===== config.mk =====
export PLATFORM = sky130hd
export DESIGN_NAME = fetch_unit
export DESIGN_NICKNAME = d
export VERILOG_FILES = /design/src/rtl/fetch_unit.sv
export SDC_FILE = /design/constraint.sdc
export NUM_CORES = 1
export LEC_CHECK = 0
export ABC_AREA = 1
export CAP_MARGIN = 20
export CORE_ASPECT_RATIO = 0.8
export CORE_MARGIN = 2
export CORE_UTILIZATION = 45
export CTS_CLUSTER_SIZE = 40
export DETAILED_ROUTE_END_ITERATION = 10
export GPL_TIMING_DRIVEN = 0
export PLACE_DENSITY = 0.66
export SETUP_SLACK_MARGIN = 0.2
export SYNTH_ARGS = -nofsm -noshare
export SYNTH_HDL_FRONTEND = slang
export SYNTH_SLANG_ARGS = --single-unit
export TNS_END_PERCENT = 50

===== constraint.sdc =====
create_clock -name clk -period 5.9 [get_ports clk]
set_input_delay 1.18 -clock clk [delete_from_list [all_inputs] [get_ports clk]]
set_output_delay 1.18 -clock clk [all_outputs]
set_load 0.01 [all_outputs]

===== src/rtl/fetch_unit.sv =====
// Instruction fetch: program counter, instruction-memory read issue and an epoch-tagged prefetch FIFO feeding decode.
// Define FETCH_RESET_FROM_MEM_EN to boot the PC from {M[0], M[1]} instead of RESET_VECTOR.
module fetch_unit #(
  parameter int                    ADDR_WIDTH   = 32,
  parameter int                    INSTR_WIDTH  = 16,
  parameter logic [ADDR_WIDTH-1:0] RESET_VECTOR = ADDR_WIDTH'('h20),
  parameter int                    FIFO_DEPTH   = 4
) (
  input  logic                   clk,
  input  logic                   rst,
  output logic                   imem_rd,
  output logic [ADDR_WIDTH-1:0]  imem_addr,
  input  logic [INSTR_WIDTH-1:0] imem_rdata,
  input  logic                   redirect_valid,
  input  logic [ADDR_WIDTH-1:0]  redirect_pc,
  output logic                   instr_valid,
  input  logic                   instr_ready,
  output logic [INSTR_WIDTH-1:0] instr,
  output logic [ADDR_WIDTH-1:0]  instr_pc
);

  localparam int PTR_W = $clog2(FIFO_DEPTH);
  localparam int CNT_W = PTR_W + 1;
  localparam int OCC_W = PTR_W + 2;

  logic [ADDR_WIDTH-1:0]  fetch_pc;
  logic                   inflight;
  logic [ADDR_WIDTH-1:0]  inflight_pc;
  logic                   inflight_epoch;
  logic                   epoch;

  logic [INSTR_WIDTH-1:0] fifo_instr [FIFO_DEPTH];
  logic [ADDR_WIDTH-1:0]  fifo_pc    [FIFO_DEPTH];
  logic [PTR_W-1:0]       rd_ptr;
  logic [PTR_W-1:0]       wr_ptr;
  logic [CNT_W-1:0]       count;

  logic                   run;
  logic                   load_issue;
  logic [ADDR_WIDTH-1:0]  load_addr;
  logic                   load_done;
  logic [ADDR_WIDTH-1:0]  load_pc;

  logic                   flush;
  logic                   pop;
  logic                   push;
  logic                   issue;
  logic [OCC_W-1:0]       occ;

`ifdef FETCH_RESET_FROM_MEM_EN
  typedef enum logic [1:0] {LOAD_HI, LOAD_LO, RUN} state_t;

  state_t                 state;
  logic [INSTR_WIDTH-1:0] boot_hi;
  logic                   hi_return;

  // LOAD_LO spans two cycles: M[0] returns (and M[1] is requested), then M[1] returns.
  assign hi_return  = (state == LOAD_LO) && inflight && (inflight_pc == '0);
  assign run        = (state == RUN);
  assign load_issue = (state == LOAD_HI) || hi_return;
  assign load_addr  = (state == LOAD_LO) ? ADDR_WIDTH'(1) : '0;
  assign load_done  = (state == LOAD_LO) && inflight && (inflight_pc != '0);
  assign load_pc    = ADDR_WIDTH'({boot_hi, imem_rdata});

  always_ff @(posedge clk or negedge rst) begin
    if (!rst) begin
      state   <= LOAD_HI;
      boot_hi <= '0;
    end else begin
      case (state)
        LOAD_HI: state <= LOAD_LO;
        LOAD_LO: begin
          if (hi_return) boot_hi <= imem_rdata;
          if (load_done) state <= RUN;
        end
        default: ;
      endcase
    end
  end
`else
  assign run        = 1'b1;
  assign load_issue = 1'b0;
  assign load_addr  = '0;
  assign load_done  = 1'b0;
  assign load_pc    = '0;
`endif

  assign flush       = run && redirect_valid;
  assign instr_valid = run && !redirect_valid && (count != '0);
  assign pop         = instr_valid && instr_ready;
  assign push        = run && !flush && inflight && (inflight_epoch == epoch);

  // An in-flight read already owns a FIFO slot; a same-cycle pop frees one.
  assign occ   = OCC_W'(count) + OCC_W'(inflight) - OCC_W'(pop);
  assign issue = run && !redirect_valid && (occ < OCC_W'(FIFO_DEPTH));

  assign imem_rd   = rst && (issue || load_issue);
  assign imem_addr = !rst      ? '0 :
                     issue      ? fetch_pc :
                     load_issue ? load_addr : '0;

  assign instr    = fifo_instr[rd_ptr];
  assign instr_pc = fifo_pc[rd_ptr];

  always_ff @(posedge clk or negedge rst) begin
    if (!rst) begin
      fetch_pc       <= RESET_VECTOR;
      inflight       <= 1'b0;
      inflight_pc    <= '0;
      inflight_epoch <= 1'b0;
      epoch          <= 1'b0;
      rd_ptr         <= '0;
      wr_ptr         <= '0;
      count          <= '0;
      for (int i = 0; i < FIFO_DEPTH; i++) begin
        fifo_instr[i] <= '0;
        fifo_pc[i]    <= '0;
      end
    end else begin
      inflight       <= issue || load_issue;
      inflight_pc    <= issue ? fetch_pc : load_addr;
      inflight_epoch <= epoch;
      if (flush) begin
        epoch    <= ~epoch;
        fetch_pc <= redirect_pc;
        count    <= '0;
        wr_ptr   <= rd_ptr;
      end else begin
        if (load_done)
          fetch_pc <= load_pc;
        else if (issue)
          fetch_pc <= fetch_pc + ADDR_WIDTH'(1);
        if (push) begin
          fifo_instr[wr_ptr] <= imem_rdata;
          fifo_pc[wr_ptr]    <= inflight_pc;
          wr_ptr             <= wr_ptr + PTR_W'(1);
        end
        if (pop)
          rd_ptr <= rd_ptr + PTR_W'(1);
        count <= count + CNT_W'(push) - CNT_W'(pop);
      end
    end
  end

endmodule


== Word level (Yosys, flattened, before mapping) ==
Cells that the tools add are included.
W data, S select, Z words.
Operators by class
  add/subtract/negate cells: 7
  order comparisons: 4
  equal/unequal tests: 1
  multiplexer cells: 19
  bitwise gates (word level): 4
  reduce and logical (&&, ||, !) cells: 13
Operator list (number)
  $mux W32: 7
  $bwmux W128: 1
  $bmux W32 S2: 1
  $bwmux W64: 1
  $demux W32 S2: 1
  $mux W16: 3
  $add A32 B1 Y32 const B: 1
  $bmux W16 S2: 1
  $demux W16 S2: 1
  $logic_and A1 B1 Y1: 7
  $ge A3 B3 Y1 const B: 2
  $not A2 Y3: 2
  $add A2 B1 Y2 const B: 2
  $add A3 B1 Y4: 1
  $lt A4 B3 Y1 const B: 1
  $mux W2: 2
  $reduce_and A2 Y1: 2
  $reduce_bool A2 Y1: 2
  $sub A4 B1 Y4: 1
  $add A3 B1 Y3: 1
  $lt A3 B1 Y1 const B: 1
  $mux W3: 1
  $reduce_bool A3 Y1: 1
  $sub A3 B1 Y3: 1
  3 further kinds: 4
Storage, ports and cells
  bits in registers: 266
  input port bits: 52
  logic and storage cells: 64

== Longest topological paths before layout ==
Gate-level depths: netlist of the first run.
  word-level depth: 8
  mapped depth: 18
  mapped depth without buffers: 17

== Worst setup path before layout of the first run ==
OpenSTA, ideal clock, no wires.
  path type: input -> output
  start: input redirect_valid
  end: output imem_addr[22]
  arrival time: 3.228 ns
  required time: 4.720 ns
  slack: 1.492 ns
  stages: 17
  path through: clkbuf_1 > a31oi_1 > nand2_1 > inv_1 > ha_1 > inv_1 > ha_1 > inv_1 > nor2_1 > nand2_1 > nand2_1 > nand2_1 > nand3_2 > nor2_2 > nand2_1 > buf_2 > nor2_1
Between the ends
  word-level cells in the longest chain between the ends: 8
RTL lines
  start, declared: RTL line 14  | input logic redirect_valid,
  $logic_not A1 Y1: RTL line 89  | assign instr_valid = run && !redirect_valid && (count != '0);
  $logic_and A1 B1 Y1: RTL line 89
  net instr_valid: RTL line 16  | output logic instr_valid,
  $logic_and A1 B1 Y1: RTL line 90  | assign pop = instr_valid && instr_ready;
  $sub A4 B1 Y4: RTL line 94  | assign occ = OCC_W'(count) + OCC_W'(inflight) - OCC_W'(pop);
  $lt A4 B3 Y1: RTL line 95  | assign issue = run && !redirect_valid && (occ < OCC_W'(FIFO_DEPTH));
  $logic_and A1 B1 Y1: RTL line 95
  $mux W32: RTL line 99  | issue ? fetch_pc :
  $mux W32: RTL line 98  | assign imem_addr = !rst ? '0 :
  end, declared: RTL line 12  | output logic [ADDR_WIDTH-1:0] imem_addr,
The timed path passes the listed nets, and every way through them passes these cells.

== Worst setup path in the final report of the first run ==
  start: input redirect_valid
  end: output imem_addr[7]
Between the ends
  word-level cells in the longest chain between the ends: 8
RTL lines (RTL line)
  $logic_not A1 Y1 (*): 89, 95
  $logic_and A1 B1 Y1: 89
  $logic_and A1 B1 Y1: 90
  $sub A4 B1 Y4: 94
  $lt A4 B3 Y1: 95
  $logic_and A1 B1 Y1 (*): 95
  $mux W32 (*): 99
  $mux W32 (*): 98
Mark *: on every way between the ends. The rest lies on a longest branch, timed or not.

==> results of run 1 <==
-- through the flow --
| step | power, mW | utilization, % |
|---|---|---|
| floorplan | 5.13 | - |
| global placement | 6.80 | 51.5 |
| detailed placement | 6.86 | 51.7 |
| CTS | 8.69 | 55.0 |
| global route | 9.30 | 55.1 |
| finish | 8.73 | 55.1 |
-- registers in the layout, summed over array words and instances (netlist names) --
register	count
count	3
epoch	1
fetch_pc	32
fifo_instr	64
fifo_pc	128
inflight	1
inflight_epoch	1
inflight_pc	32
rd_ptr	2
wr_ptr	2
-- cell usage in the layout (no fill, tap or decap), drive strengths merged --
cell type and count:
bufinv 2, xor2 13, nand2 593, inv 63, a22oi 1, nand4 4, buf 63, clkinv 7
xnor2 2, dfrtp 265, dfstp 1, nor2 226, clkbuf 93, dlymetal6s2s 3, dlygate4sd2 1, o21ai 304
o22ai 48, nand3 65, a21oi 1, fa 1, ha 11, clkdlybuf4s50 128, clkinvlp 2, a31oi 2
-- layer usage --
layer	vias to the layer above	global-route usage, %	wire length [um]
met5	-	0	0
met4	0	7.34	962
met3	63	3.90	2960
met2	485	42.4	18500
met1	5820	38.7	18900
li1	5839	-	-
-- power groups by stage --
stage / clock network [mW] / registers, mW / logic, mW
after CTS: 1.83 / 2.99 / 3.86
final: 1.82 / 3.02 / 3.89
after global routing: 1.92 / 3.09 / 4.28
after detailed placement: 0 / 3.02 / 3.84
after floorplan: 0 / 2.85 / 2.29
after global placement: 0 / 3.01 / 3.78
-- area by class of cell --
cell class	instances	area, sq um	area share [%]
Sequential cell	266	6660	41.6
Multi-Input combinational cell	1271	5640	35.2
Clock buffer	40	827	5.16
Buffer	113	678	4.23
Inverter	63	236	1.48
Timing Repair Buffer	135	1400	8.72
Clock inverter	11	114	0.711
Tap cell	377	472	2.94
-- logic make-up after synthesis --
logic type | count (synthesis) | synth area share [%]
AOI/OAI and AO/OA | 356 | 14.0
xor gates and xnor gates | 15 | 0.997
adders and majority gates | 12 | 1.20
buffers and inverters | 176 | 6.83
DFF | 266 | 50.5
and+or+nand+nor | 888 | 26.4
-- final timing paths --
check | end | slack [ps] | cells after the start
setup / recovery | imem_addr[7] | 620 | 19
hold / removal | inflight_epoch$_DFF_PN0_ | 450 | 0
setup reg to reg | fetch_pc[10]$_DFFE_PN0P_ | 3260 | 18
hold reg to reg | inflight_epoch$_DFF_PN0_ | 450 | 0
max in group asynchronous | fetch_pc[25]$_DFFE_PN0P_ | 3920 | 3
min in group asynchronous | fifo_instr[11]$_DFFE_PN0P_ | 640 | 1
-- critical path, cell delays in order --
cell             delay, ps
dlymetal6s2s_1         180
clkbuf_8               210
a31oi_4                190
nand2_2                140
inv_1                  110
ha_1                   140
inv_1                   40
ha_1                   280
inv_1                   70
nor2_1                  40
nand2_1                 90
nand2_1                 60
nand2_1                 70
nand3_2                100
nor2_2                 150
nand2_2                160
buf_4                  230
nor2_1                 120
clkdlybuf4s50_1        550
-- what timing repair did --
action	4_1_cts	5_1_grt
hold buffers	0	0
pin swaps	0	0
setup endpoints to repair	33	29
cloned	0	0
resized for setup	8	6
buffers inserted	0	0
==> flow_metrics.py, run 1 <==
metrics = {
    "cells_and_area": {
        "drive_gt1_share_pct": 6.48,
        "n_antenna_cell": 0,
        "fin_area_sq_mm": 0.0160,
        "fillers": 2792,
        "finalNonFillerCells": 2276,
        "nets": 1943,
        "syn_to_final_growth_pct": 21.6,
    },
    "placement": {
        "dp_cells": 2225,
        "hpwl_um": 28600,
        "gp_congestion": 0.956,
        "portBuffers": 133,
        "placed_cell_area_sq_mm": 0.0150,
        "dp_slack_ps": -253,
    },
    "synth": {
        "synth_edf_count": 0,
        "yosysSeqAreaShare_pct": 50.5,
        "synth_cells": 1713,
        "ys.flop_type": "dfrtp_1",
        "yosys.cell_types.count": 27,
        "synth.most_common_cell": "nand2_1",
        "ys_warn_count": 0,
        "netlist_area_sq_mm": 0.0132,
        "netlist.area_leader.share_pct": 50.3,
        "syn_nets": 1777,
        "synth_common_cells": "592 x nand2_1, 265 x dfrtp_1, 214 x nor2_1",
        "syn_area_per_cell_sq_um": 7.69,
        "yosys.area.top_type": "dfrtp_1",
        "synth.ff_latch_count": 266,
        "synthTopCellsByArea": "dfrtp_1 50%, nand2_1 17%, nor2_1 6.1%, o21ai_1 5.8%, o21ai_0 5.7%",
        "async_flop_share_pct": 100,
    },
    "sta": {
        "tightest_slew_ps": 783,
        "min_period_over_period_pct": 89.5,
        "relSlewSlack_pct": 47.8,
        "fin_worst_skew_ps": 9.96,
        "whs_ps": 447,
        "fmax_mhz": 189,
        "totalNegativeSetupSlack_ps": 0,
        "setup_viol": 0,
        "setup_ws_ps": 618,
        "hold_viol": 0,
        "layout_min_cycle_time_ps": 5280,
        "maxSlewViolCount": 0,
        "rsz0062_at_grt": "no",
    },
    "route": {
        "num_vias": 12200,
        "drcViolationCount": 0,
        "dr.first_iter.drc_count": 1118,
        "antenna_left": 0,
        "first_pass_iters": 5,
        "routed_via_density": 5.36,
        "finalWirelength_um": 41300,
        "wl_per_cell_um": 18.1,
    },
    "global_routing": {
        "grt_start_max_net_pins": 104,
        "grt-ovfl-total": 0,
        "antenna_found_initial": 0,
        "track_usage_pct": 26.8,
        "grt_pass1_vias": 11700,
        "grt_pass1_wl_um": 64700,
    },
    "critical_path": {
        "crit_fanout": 10,
        "endpoint_kind": "primary output",
        "start_kind": "input pin",
        "required_ps": 4720,
        "cp-startpoint": "redirect_valid",
        "critPathKind": "input pin to primary output",
        "critical_path_arrival_ps": 4100,
        "r2r-start": "count[1]$_DFF_PN0_",
    },
    "floorplan": {
        "dieArea_sq_mm": 0.0307,
        "die_x_um": 195,
        "core_sq_mm": 0.0291,
        "start_util_pct": 45.3,
        "rows": 56,
        "io_pins": 134,
        "fp.dieH_um": 157,
    },
    "pwr": {
        "p_int_mw": 5.01,
        "p_seq_share_pct": 34.6,
        "p_clk_share_pct": 20.9,
        "power.leakage_nw": 7.92,
        "ir_drop_mv": 0.280,
        "swShare_pct": 42.7,
        "p_per_area_mw_per_mm2": 545,
        "switchingPower_mw": 3.72,
        "pwr-share-comb_pct": 44.6,
    },
    "clock_network": {
        "cts_buffers": 29,
        "h-tree-depth": 1,
        "insertion_delay_ps": 560,
        "cts_tree": "built",
        "clockRootBuffer": "clkbuf_16",
        "clock-sinks": 266,
        "clockBufferDepth": 3,
        "path_clk_slew_ps": 60,
    },
    "run": {
        "cap_violations": 0,
    },
    "worst_hold_path": {
        "min_from": "epoch$_DFFE_PN0P_",
        "hp-class": "flip-flop to flip-flop",
    },
    "run_status": {
        "status": "finished, final reports clean",
    },
}
Power figures use the tool's default switching activity.
==> run 2, diff against run 1 <==
--- a/config.mk
+++ b/config.mk
@@ -15,6 +15,7 @@
 export GPL_TIMING_DRIVEN = 0
 export PLACE_DENSITY = 0.66
 export SETUP_SLACK_MARGIN = 0.2
+export SKIP_CTS_REPAIR_TIMING = 1
 export SYNTH_ARGS = -nofsm -noshare
 export SYNTH_HDL_FRONTEND = slang
 export SYNTH_SLANG_ARGS = --single-unit
==> run 2 against run 1 <==
Non-clock buffer count stayed put. Register-to-register slack worse by 60 ps. Global-route usage hardly changed. Setup slack worse by 34 ps. Via count is 0.35% lower. Power is 0.12% lower. Critical path depth is 1 lower. Sequential power hardly changed. First-iteration DRC count is 0.81% lower. Wire length hardly changed. Clock power hardly changed. Die area stayed put. Highest routed layer unchanged.
==> flow_metrics.py, run 2 (synthesis results as in run 1) <==
metrics = {
    "critical_path": {
        "cp_cell_sequence": "dlymetal6s2s_1 -> buf_6 -> a31oi_2 -> nand2_2 -> inv_1 -> ha_1 -> inv_1 -> ha_1 -> inv_1 -> nor2_1 -> nand2_1 -> nand3_1 -> nand3_2 -> nor2_2 -> nand2_2 -> buf_4 -> nor2_1 -> clkdlybuf4s50_1",
        "critPathMostFrequentCell": "inv_1",
        "crit_path_max_incr_delay_ps": 550,
        "required_ps": 4720,
        "critical_path_arrival_ps": 4140,
        "endpoint_kind": "primary output",
        "start_kind": "input pin",
        "crit_fanout": 10,
        "cp_slowest_cell": "clkdlybuf4s50_1",
        "critPathKind": "input pin to primary output",
    },
    "sta": {
        "whs_ps": 447,
        "fmax_mhz": 188,
        "relSlewSlack_pct": 48.1,
        "maxSlewViolCount": 0,
        "min_period_over_period_pct": 90.1,
        "setup_viol": 0,
        "layout_min_cycle_time_ps": 5320,
        "hold_viol": 0,
        "rsz0062_at_grt": "no",
        "fin_worst_skew_ps": 9.88,
        "tightest_slew_ps": 778,
    },
    "clock_network": {
        "clock-sinks": 266,
        "insertion_delay_ps": 560,
        "path_clk_slew_ps": 60,
        "h-tree-depth": 1,
        "cts_buffers": 29,
        "clockRootBuffer": "clkbuf_16",
        "clockBufferDepth": 3,
        "cts_tree": "built",
    },
    "pwr": {
        "p_per_area_mw_per_mm2": 545,
        "power.leakage_nw": 7.91,
        "ir_drop_mv": 0.277,
    },
    "global_routing": {
        "grt_pass1_wl_um": 64700,
        "grt-ovfl-total": 0,
        "antenna_found_initial": 0,
        "grt_start_max_net_pins": 104,
        "grt_pass1_vias": 11700,
        "track_usage_pct": 26.8,
    },
    "route": {
        "routed_via_density": 5.34,
        "antenna_left": 0,
        "drcViolationCount": 0,
        "dr.first_iter.drc_count": 1109,
        "finalWirelength_um": 41300,
        "first_pass_iters": 6,
        "wl_per_cell_um": 18.1,
        "num_vias": 12200,
    },
    "cells_and_area": {
        "final_common_cell": "nand2_1",
        "regArea_sq_mm": 0.00666,
        "fillers": 2795,
        "nets": 1943,
        "final_cell_mix": "590 x nand2_1, 265 x dfrtp_1, 214 x nor2_1",
        "reg_top3": "fifo_pc x128, fifo_instr x64",
        "largest_register": "fifo_pc",
        "largest_reg_flops": 128,
        "fin_area_sq_mm": 0.0160,
        "multi_input_area_sq_mm": 0.00563,
        "finalNonFillerCells": 2276,
        "drive_gt1_share_pct": 6.48,
        "syn_to_final_growth_pct": 21.5,
        "n_antenna_cell": 0,
    },
    "placement": {
        "dp_cells": 2225,
        "portBuffers": 133,
        "gp_congestion": 0.956,
        "hpwl_um": 28600,
        "placed_cell_area_sq_mm": 0.0150,
    },
    "floorplan": {
        "die_x_um": 195,
        "rows": 56,
        "io_pins": 134,
        "core_sq_mm": 0.0291,
        "start_util_pct": 45.3,
        "dieArea_sq_mm": 0.0307,
        "fp.dieH_um": 157,
    },
    "run": {
        "cap_violations": 0,
    },
    "worst_hold_path": {
        "hp-class": "flip-flop to flip-flop",
    },
    "run_status": {
        "status": "finished, final reports clean",
    },
}
==> run 2: cell types whose count changed in the layout (fill, tap and decap cells not counted), sizes merged <==
cell and change:
dlygate4sd2 -1, clkbuf -1, clkdlybuf4s50 +1, buf +1
==> run 2: where the power goes <==
| group | switching [mW] | internal (mW) | total (mW) | leakage (nW) |
|---|---|---|---|---|
| logic | 2.43 | 1.45 | 3.88 | 3.91 |
| clock network | 0.760 | 1.06 | 1.82 | 0.463 |
| registers | 0.521 | 2.50 | 3.02 | 3.54 |
==> run 2: per-layer routing <==
| layer | global-route usage [%] | share of wire [%] |
|---|---|---|
| met1 | 38.8 | 46 |
| met2 | 42.2 | 45 |
| met3 | 3.90 | 6.8 |
| met4 | 7.34 | 2.2 |
| met5 | 0 | 0 |
==> run 2: metrics by stage <==
step	setup slack [ps]	setup TNS, ps	util [%]	power [mW]
2_1_floorplan	1490	0	-	5.13
3_3_place_gp	-9960	-2475580	51.5	6.80
3_5_place_dp	-253	-5160	51.7	6.86
4_1_cts	-272	-5590	55.0	8.69
5_1_grt	415	0	55.1	9.29
6_report	584	0	55.1	8.72
==> run 2: layout make-up <==
type / instances / area share (%)
clock buffer: 40 / 5.17
buffer: 113 / 4.21
multi-input combinational: 1271 / 35.2
timing repair buffer: 135 / 8.74
inverter: 63 / 1.48
clock inverter: 11 / 0.711
tap: 377 / 2.95
sequential: 266 / 41.6
==> run 2: worst max-delay path, delay by kind of cell <==
family | cells | cell delay (ps)
buf+inv | 7 | 1340
compound gates | 1 | 230
simple gates | 8 | 960
fa+ha+maj | 2 | 420
==> run 2: path summary, 6_finish.rpt <==
path,to,slack [ps],startpoint,cells after the start
worst min register to register,inflight_epoch$_DFF_PN0_,450,epoch$_DFFE_PN0P_,0
worst max-delay path,imem_addr[7],580,redirect_valid,18
min in group asynchronous,fifo_instr[11]$_DFFE_PN0P_,650,rst,1
worst min-delay path,inflight_epoch$_DFF_PN0_,450,epoch$_DFFE_PN0P_,0
max in group asynchronous,fetch_pc[25]$_DFFE_PN0P_,3920,rst,3
worst max register to register,fetch_pc[10]$_DFFE_PN0P_,3200,count[1]$_DFF_PN0_,18
